--- src/rtl/fifo_wr_arbiter.sv ---
// Round-robin arbiter sharing one FIFO write port among NUM_REQ packet sources.
// A granted packet is written contiguously; packet starts are gated by A_full, beats by full.
module fifo_wr_arbiter #(
    parameter int NUM_REQ = 4,
    parameter int DATA_W  = 8,
    parameter int ID_W    = 2
) (
    input  logic                      clk,
    input  logic                      reset,
    input  logic [NUM_REQ-1:0]        req_valid,
    input  logic [NUM_REQ-1:0]        req_last,
    input  logic [NUM_REQ*DATA_W-1:0] req_data,
    output logic [NUM_REQ-1:0]        req_ready,
    input  logic                      full,
    input  logic                      A_full,
    output logic                      write_en,
    output logic [DATA_W-1:0]         write_data,
    output logic                      busy,
    output logic [ID_W-1:0]           owner
);

    typedef enum logic {IDLE, BURST} state_t;

    state_t            state_reg, state_next;
    logic [ID_W-1:0]   owner_reg, owner_next;
    logic [ID_W-1:0]   rr_ptr_reg, rr_ptr_next;
    logic [ID_W-1:0]   pick_idx;
    logic              pick_found;
    logic [DATA_W-1:0] beat [NUM_REQ];

    generate
        for (genvar gi = 0; gi < NUM_REQ; gi++) begin : g_req
            assign beat[gi]      = req_data[gi*DATA_W +: DATA_W];
            assign req_ready[gi] = (state_reg == BURST) && (owner_reg == ID_W'(gi)) && !full;
        end
    endgenerate

    // Search starts at rr_ptr and wraps modulo NUM_REQ, so indices >= NUM_REQ never appear.
    always_comb begin
        int idx;
        idx        = 0;
        pick_found = 1'b0;
        pick_idx   = '0;
        for (int k = 0; k < NUM_REQ; k++) begin
            idx = int'(rr_ptr_reg) + k;
            if (idx >= NUM_REQ) begin
                idx = idx - NUM_REQ;
            end
            if (!pick_found && req_valid[ID_W'(idx)]) begin
                pick_found = 1'b1;
                pick_idx   = ID_W'(idx);
            end
        end
    end

    always_comb begin
        state_next  = state_reg;
        owner_next  = owner_reg;
        rr_ptr_next = rr_ptr_reg;
        write_en    = 1'b0;
        write_data  = beat[owner_reg];
        case (state_reg)
            IDLE: begin
                if (pick_found && !A_full && !full) begin
                    state_next = BURST;
                    owner_next = pick_idx;
                end
            end
            BURST: begin
                write_en = req_valid[owner_reg] && !full;
                if (write_en && req_last[owner_reg]) begin
                    state_next  = IDLE;
                    rr_ptr_next = ID_W'((int'(owner_reg) + 1) % NUM_REQ);
                end
            end
            default: state_next = IDLE;
        endcase
    end

    always_ff @(posedge clk or posedge reset) begin
        if (reset) begin
            state_reg  <= IDLE;
            owner_reg  <= '0;
            rr_ptr_reg <= '0;
        end else begin
            state_reg  <= state_next;
            owner_reg  <= owner_next;
            rr_ptr_reg <= rr_ptr_next;
        end
    end

    assign busy  = (state_reg == BURST);
    assign owner = owner_reg;

endmodule
--- config.mk ---
export PLATFORM = sky130hd
export DESIGN_NAME = fifo_wr_arbiter
export DESIGN_NICKNAME = d
export VERILOG_FILES = /design/src/rtl/fifo_wr_arbiter.sv
export SDC_FILE = /design/constraint.sdc
export NUM_CORES = 1
export LEC_CHECK = 0
export CORE_MARGIN = 2
export CORE_UTILIZATION = 30
export DETAILED_ROUTE_END_ITERATION = 12
export HOLD_SLACK_MARGIN = 0.15
export PLACE_DENSITY = 0.77
export SLEW_MARGIN = 20
export SYNTH_ARGS = -nofsm -noshare
export SYNTH_HDL_FRONTEND = slang
export SYNTH_SLANG_ARGS = --single-unit
--- constraint.sdc ---
create_clock -name clk -period 2.2 [get_ports clk]
set_input_delay 0.66 -clock clk [delete_from_list [all_inputs] [get_ports clk]]
set_output_delay 0.66 -clock clk [all_outputs]
set_load 0.02 [all_outputs]
# Yosys cells after proc, flatten, opt, wreduce, memory -nomap -nowiden
# Cells that the tools add are included.
op_classes:
  addsub: 8
  magnitude_cmp: 10
  eq_ne: 3
  muxes: 35
  bitwise: 2
  n_reduce_logical: 23
op_table:
  columns: ["cell", "n"]
  rows:
  - ["1-bit 2-to-1 mux", 17]
  - ["8-bit binary-select mux with 2-bit select", 1]
  - ["2-bit by 4-bit < comparator with 1-bit output, second input constant", 4]
  - ["2-bit 2-to-1 mux", 8]
  - ["8-bit 2-to-1 mux", 2]
  - ["1-bit logical AND", 15]
  - ["1-bit binary-select mux with 2-bit select", 6]
  - ["3-bit greater-or-equal comparator, second input constant", 4]
  - ["2-bit by 1-bit subtractor with 2-bit output, second input constant", 4]
  - ["2-bit by 2-bit adder with 3-bit output, second input constant", 2]
  - ["1-bit logical NOT", 5]
  - ["2-bit == test, second input constant", 2]
  - ["2-bit AND reduction", 2]
  - ["2-bit by 1-bit adder with 3-bit output, second input constant", 1]
  - ["2-bit by 3-bit greater-or-equal comparator with 1-bit output, second input constant", 1]
  - ["2-bit by 3-bit < comparator with 1-bit output, second input constant", 1]
  - ["2-bit NOT with 3-bit output", 1]
  - ["2-bit by 1-bit adder with 2-bit output, second input constant", 1]
  - ["2-bit by 1-bit == test with 1-bit output, second input constant", 1]
  - ["2-bit logical NOT", 1]
  - ["1-bit one-hot mux with 2 select lines", 1]
  - ["1-bit NOT", 1]
word_totals:
  register_bits: 5
  in_bits: 44
  output_inout_bits: 16
  word_cells: 84

# Longest topological paths before layout
# Gate-level depths: netlist (run 1).
logic_depth:
  depth_word: 19
  depth_mapped: 5
  ltp_nobuf: 4

# Least setup slack after synthesis (run 1)
# Ideal clock, no wire load.
synth_path:
  path_type: "flip-flop to output port"
  start: "register owner_reg[0] (netlist: owner[0])"
  end: "output write_data[0]"
  arrival_ns: 1.505
  required_ns: 1.540
  setup_slack_ns: 0.035
  path_stages_with_launch: 4
  n_path_buf: 2
  path_cell_list: "dfrtp_1 -> buf_6 -> buf_2 -> mux4_2"
synth_between:
  elab_chain_len: 4
synth_lines:
  columns: ["element", "line", "text"]
  rows:
  - ["from (decl)", "25", "logic [ID_W-1:0] owner_reg, owner_next;"]
  - ["from (signal assigned)", "87", "owner_reg <= owner_next;"]
  - ["2-bit NOT with 3-bit output (implied by the code)", "61", "write_data = beat[owner_reg];"]
  - ["8-bit binary-select mux with 2-bit select", "61", null]
  - ["8-bit 2-to-1 mux (implied by the code) (2 in series)", "61", null]
  - ["to (decl)", "17", "output logic [DATA_W-1:0] write_data,"]
# No other way between the ends. The select of a mux whose other input is x is not followed.

# Worst setup path in the final report (run 1)
layout_path:
  start: "input req_data[0]"
  end: "output write_data[0]"
layout_between:
  elab_chain_len: 3
layout_lines:
  columns: ["element", "line", "text"]
  rows:
  - ["from (decl)", "12", "input logic [NUM_REQ*DATA_W-1:0] req_data,"]
  - ["8-bit binary-select mux with 2-bit select", "61", null]
  - ["8-bit 2-to-1 mux (implied by the code) (2 in series)", "61", null]
# No other way between the ends. The select of a mux whose other input is x is not followed.

==> metrics.md, run 1 <==
| Metric | Value |
|---|---|
| Outcome | complete, no violations |
| Gpl congestion | 0.7568 |
| Crit Path Class | input pin to output pin |
| Fmax | 0.4604 GHz |
| Number of global-route vias before repair | 762 |
| P&R area growth vs syn | 111.1% |
| Critical path fanouts, max | 1 |
| Largest net degree at the start of global routing | 13 |
| Worst slew margin | 66.99% |
| PortBufs | 59 |
| Most frequent cells in the layout | dlygate4sd2_1 (37), buf_6 (13), buf_4 (13) |
| Crit. End Element | output pin |
| R2r worst-path depth | 6 |
| Register Area | 125.1 um^2 |
| DR WL/cell | 14.91 um |
| DRC Markers | 0 |
| Max-slew violation count | 0 |
| Critical path's slowest cell | mux4_2 |
| Stages on worst setup path | 3 |
| Critical path origin | req_data[0] |
| Max_cap viols | 0 |
| First-pass GRT wire length | 3767 um |
| Antenna Nets Post-Route | 0 |
| Setup Skew | 0.005086 ns |
| Root Buffer | clkbuf_4 |
| 1st-pass router iterations | 4 |
| GRT overflow | 0 |
| Routed WL | 2371 um |
| DR vias/cell | 4.635 |
| Critical Path Max Stage Delay | 0.46 ns |
| CP required | 1.54 ns |
| End of the critical path | write_data[0] |
| Largest area contributor in the netlist | mux4_2 |
| Initial Util | 32.56% |
| Mapped Nets | 106 |
| Post-synth top area share | 27.64% |
| Die H | 50.62 um |
| Mapped Area | 651.9 um^2 |
| CTS buffer count | 3 |
| Total leakage power | 0.6774 nW |
| Post-synthesis sequential element count | 5 |
| Clock Path Buffers | 2 |
| Main combinational cell family by area after synthesis | multiplexers |
| Fin cells | 159 |
| R2r startpoint | owner[0] |
| Pwr dens | 1060 nW/um^2 |
| Cts hold-fix bufs | 0 |
| Starting DRT DRC Count | 11 |
| Finish-stage setup viols | 0 |
| Area occupied by multi-input gates | 484.2 um^2 |
| Buf+Inv Stages, Crit Path | 2 |
| Synth Area in Compound Gates | 10.36% |
| Total clock sinks | 5 |
| Worst vdd ir | 0.0009898 V |
| Nets | 181 |
| Synth Area in XOR/XNOR | 0% |
| Diodes inserted | 0 |
| Type of the most critical hold path | register to register |
| Synth unique cells | 25 |
| CTS tree | yes |
| Post-Syn Instances | 58 |
| All-Layer GR Usage | 19.57% |
| Die area | 2562 um^2 |
| Adder-cell share of the synthesized area | 7.678% |
| Number of antenna violations at the first check in global routing | 0 |
| Post-Place Cells | 155 |
| Fillcell total | 182 |
| Sequence of cells on the critical path | dlygate4sd2_1, mux4_2, buf_6 |
| IO Pins | 60 |
| Layout cell share with drive strength beyond 1 | 35.61% |
| Final worst-path cycle share | 98.73% |
| Hpwl dp | 2062 um |
| Num rows | 16 |
| Tmin final | 2.172 ns |
| Clock latency on the worst-skew pair | 0.24 ns |
| Arrival time worst endpoint | 1.51 ns |
| H-tree depth | 1 |
| RR Endpoint | rr_ptr_reg[1] |
| Worst Max-Slew Pin Slew | 0.4906 ns |
| Commonest non-fill, non-tap cell in the layout | dlygate4sd2_1 |
| R2r setup slk | 0.52 ns |
| Setup repair after global routing missed its margin | false |
| Setup crit start kind | input pin |
| Via count | 737 |
| Setup_tns | 0 ns |
| Hold_ws | 0.5427 ns |
| Synth top area cells | mux4_2 (28%), dfrtp_1 (19%), ha_1 (7.7%), and2_1 (4.8%), mux2i_1 (4.6%) |
| Core area | 2002 um^2 |
| Post-synthesis sequential area ratio | 19.19% |
| Mux cell area share after synthesis | 42.03% |
| Fin. Hold Viols | 0 |
| Mean Syn Cell Area | 11.24 um^2 |
| Largest delay share family, worst path | multiplexers |
| Simple-Gate Fraction of Synth Area | 13.05% |
| Clock slew at reported path FFs | 0.05 ns |
| Die Span X | 50.62 um |
| YS warnings | 0 |
-- metrics by stage --
step / instance area [um^2] / worst slack, ns / utilization [%] / power (W)
after floorplan: 651.9 / 0.03539 / - / 0.0008294
after global routing: 1376 / 0.004126 / 68.75 / 0.001556
after global placement: 1370 / -0.5524 / 68.44 / 0.001321
after CTS: 1366 / -0.1187 / 68.25 / 0.001467
final: 1376 / 0.02798 / 68.75 / 0.001459
after detailed placement: 1370 / -0.5680 / 68.44 / 0.001339
-- worst min path at each step --
| stage | from | endpoint | slack, ns | depth (start not counted) |
|---|---|---|---|---|
| after floorplan | reset | busy | 0.44 | 1 |
| after global placement | busy | busy | 0.53 | 1 |
| after detailed placement | busy | busy | 0.54 | 1 |
| after CTS | busy | busy | 0.55 | 1 |
| after global routing | busy | busy | 0.58 | 1 |
| final | busy | busy | 0.54 | 1 |
-- Yosys cell counts --
master / instances
mux4_2: 8
inv_1: 7
and2_1: 5
dfrtp_1: 5
ha_1: 4
mux2i_1: 3
a21oi_1: 2
mux2_2: 2
mux2_4: 2
nand2_1: 2
nor4_1: 2
o21ai_0: 2
o22ai_1: 2
a222oi_1: 1
and2b_1: 1
and3_1: 1
buf_2: 1
buf_4: 1
buf_6: 1
mux2_1: 1
nand3_1: 1
nand3_2: 1
nor3_1: 1
o21a_1: 1
o22a_4: 1
-- what timing repair did --
item                       CTS  global route
buffers inserted             0             0
resized for setup          116             3
pin swaps                    2             1
setup endpoints to repair   14             1
-- routing by layer --
| layer | vias to the layer above | track usage, % | wire [um] |
|---|---|---|---|
| met3 | 0 | 4.167 | 99 |
| met5 | - | 0 | 0 |
| met1 | 340 | 23.94 | 967 |
| li1 | 370 | - | - |
| met2 | 27 | 35.75 | 1304 |
| met4 | 0 | 2.703 | 0 |
-- power breakdown --
group,switching [W],internal [W]
clock,0.0000376,0.0000686
combinational,0.000509,0.000661
sequential,0.0000429,0.000139
total,0.000590,0.000869
-- kinds of logic (layout without fill, tap and decap cells) --
family                   count (synthesis)  in the layout
AND/OR/NAND/NOR                         14             14
buffers and inverters                   10             84
adder cells (fa/ha/maj)                  4              4
AO/OA/AOI/OAI                            9              9
multiplexers                            16             16
flip-flops                               5              5
-- area by class of cell --
type	instances	area share (%)
tap	27	2.455
clock buffer	4	1.909
timing repair buffer	73	49.45
sequential	5	9.091
inverter	7	1.909
multi-input combinational	43	35.18
Note: power is estimated with default switching activity, not from simulation.
==> inputs of run 2 (changes only) <==
--- a/config.mk
+++ b/config.mk
@@ -5,8 +5,10 @@
 export SDC_FILE = /design/constraint.sdc
 export NUM_CORES = 1
 export LEC_CHECK = 0
+export CORE_ASPECT_RATIO = 1.5
 export CORE_MARGIN = 2
 export CORE_UTILIZATION = 30
+export CTS_CLUSTER_SIZE = 25
 export DETAILED_ROUTE_END_ITERATION = 12
 export HOLD_SLACK_MARGIN = 0.15
 export PLACE_DENSITY = 0.77
==> run 2 against run 1 <==
Net effect: worst setup slack worse by 0.0089 ns; sequential power is 4% higher; wire length increased by 3.1%; highest routed layer is now met4; die area increased by 0.30%; worst hold slack gained 0.052 ns; clock skew down 0.0024 ns; global-route usage grew 0.14 points; critical path depth did not move; sequential share of layout area grew 0.14 points; via count grew 11%; core utilization fell by 2.7 points; combinational power about the same; critical path type unchanged; critical endpoint is now write_data[5].
==> metrics.md, run 2 (synthesized netlist as in run 1, its figures left out) <==
| Metric | Value |
|---|---|
| Arrival time worst endpoint | 1.52 ns |
| Setup_tns | 0 ns |
| Commonest non-fill, non-tap cell in the layout | dlygate4sd2_1 |
| Worst Max-Slew Pin Slew | 0.4557 ns |
| Type of the most critical hold path | register to register |
| Nets | 181 |
| Worst slew margin | 69.34% |
| GRT overflow | 0 |
| Critical path's slowest cell | mux4_2 |
| Crit. End Element | output pin |
| Root Buffer | clkbuf_4 |
| Max_cap viols | 0 |
| Critical path fanouts, max | 1 |
| Die area | 2569 um^2 |
| 1st-pass router iterations | 5 |
| Most frequent cells in the layout | dlygate4sd2_1 (31), buf_4 (13), buf_6 (10) |
| Fmax | 0.4585 GHz |
| Post-placement cell area | 1356 um^2 |
| Initial Util | 31.77% |
| Setup crit start kind | input pin |
| DR vias/cell | 5.299 |
| Gpl congestion | 0.7871 |
| Fillcell total | 206 |
| Hpwl dp | 2007 um |
| Largest net degree at the start of global routing | 9 |
| Sequence of cells on the critical path | dlygate4sd2_1, mux4_2, buf_6 |
| Outcome | complete, no violations |
| Finished Cell Area | 1355 um^2 |
| CTS buffer count | 3 |
| Setup repair after global routing missed its margin | false |
| Layout cell share with drive strength beyond 1 | 34.85% |
| PortBufs | 59 |
| DRC Markers | 0 |
| Number of global-route vias before repair | 816 |
| DR WL/cell | 15.88 um |
| Num rows | 20 |
| Pwr dens | 1085 nW/um^2 |
| Total leakage power | 0.6607 nW |
| Core area | 2052 um^2 |
| Critical Path Max Stage Delay | 0.48 ns |
| Clock Path Buffers | 2 |
| Setup Skew | 0.002734 ns |
| Post-Place Cells | 149 |
| Via count | 816 |
| Final worst-path cycle share | 99.13% |
| Number of antenna violations at the first check in global routing | 0 |
| Clock slew at reported path FFs | 0.04 ns |
| Area occupied by multi-input gates | 483.0 um^2 |
| Register Area | 125.1 um^2 |
| Die H | 61.09 um |
| H-tree depth | 1 |
| Finish-stage setup viols | 0 |
| All-Layer GR Usage | 19.71% |
| Max-slew violation count | 0 |
| Fin cells | 154 |
| Hold_ws | 0.5949 ns |
| Antenna Nets Post-Route | 0 |
| Crit Path Class | input pin to output pin |
| Fin. Hold Viols | 0 |
| Diodes inserted | 0 |
| Total power | 0.001470 W |
| CTS tree | yes |
| Tmin final | 2.181 ns |
| First-pass GRT wire length | 3739 um |
| IO Pins | 60 |
| P&R area growth vs syn | 107.9% |
| Clock latency on the worst-skew pair | 0.24 ns |
| Worst vdd ir | 0.0007344 V |
| Die Span X | 42.06 um |
| Total clock sinks | 5 |
| CP required | 1.54 ns |
| Routed WL | 2445 um |
| Starting DRT DRC Count | 8 |
## run 2: through the flow
stage,util (%),setup WS (ns)
4_1_cts,65.06,0.004521
2_1_floorplan,-,0.03539
3_3_place_gp,66.10,-0.6428
3_5_place_dp,66.10,-0.6690
6_report,66.04,0.01909
5_1_grt,66.04,0.0001080
## run 2: routing by layer
layer,vias up,share of wire [%],track usage [%]
li1,370,-,-
met1,385,37,22.04
met2,57,51,36.16
met3,4,10,5.572
met4,0,1.3,7.143
met5,-,0,0
## run 2: path summary, 6_finish.rpt
kind	from	slack [ns]	cells after the start	end
min	rr_ptr_reg[0]	0.59	2	rr_ptr_reg[0]
max reg2reg	owner[0]	0.53	6	rr_ptr_reg[1]
min in group asynchronous	reset	0.62	2	busy
max in group asynchronous	reset	1.42	2	owner[0]
max	req_data[29]	0.02	3	write_data[5]
min reg2reg	rr_ptr_reg[0]	0.59	2	rr_ptr_reg[0]
## run 2: critical path: cells and delay by family
family | cells | cell delay (ns)
mux | 1 | 0.48
buf+inv | 2 | 0.38
## run 2: power by group
part	total (W)	leakage (nW)	switching [W]	internal [W]
clock network	0.000104	0.0150	0.0000351	0.0000684
logic	0.00118	0.588	0.000520	0.000658
registers	0.000189	0.0578	0.0000494	0.000139
total	0.00147	0.661	0.000604	0.000865
## run 2: layout make-up
class	instances	area share, %
tap	22	2.031
multi-input combinational	43	35.64
clock buffer	4	1.939
inverter	7	1.939
timing repair buffer	73	49.22
sequential	5	9.234
## run 2: timing repair
action                                  4_1_cts  5_1_grt
buffers inserted                              1        0
gates resized for setup                     108        9
endpoints found under the setup margin       13        7
pin swaps                                     1        2
hold buffers                                  0        0
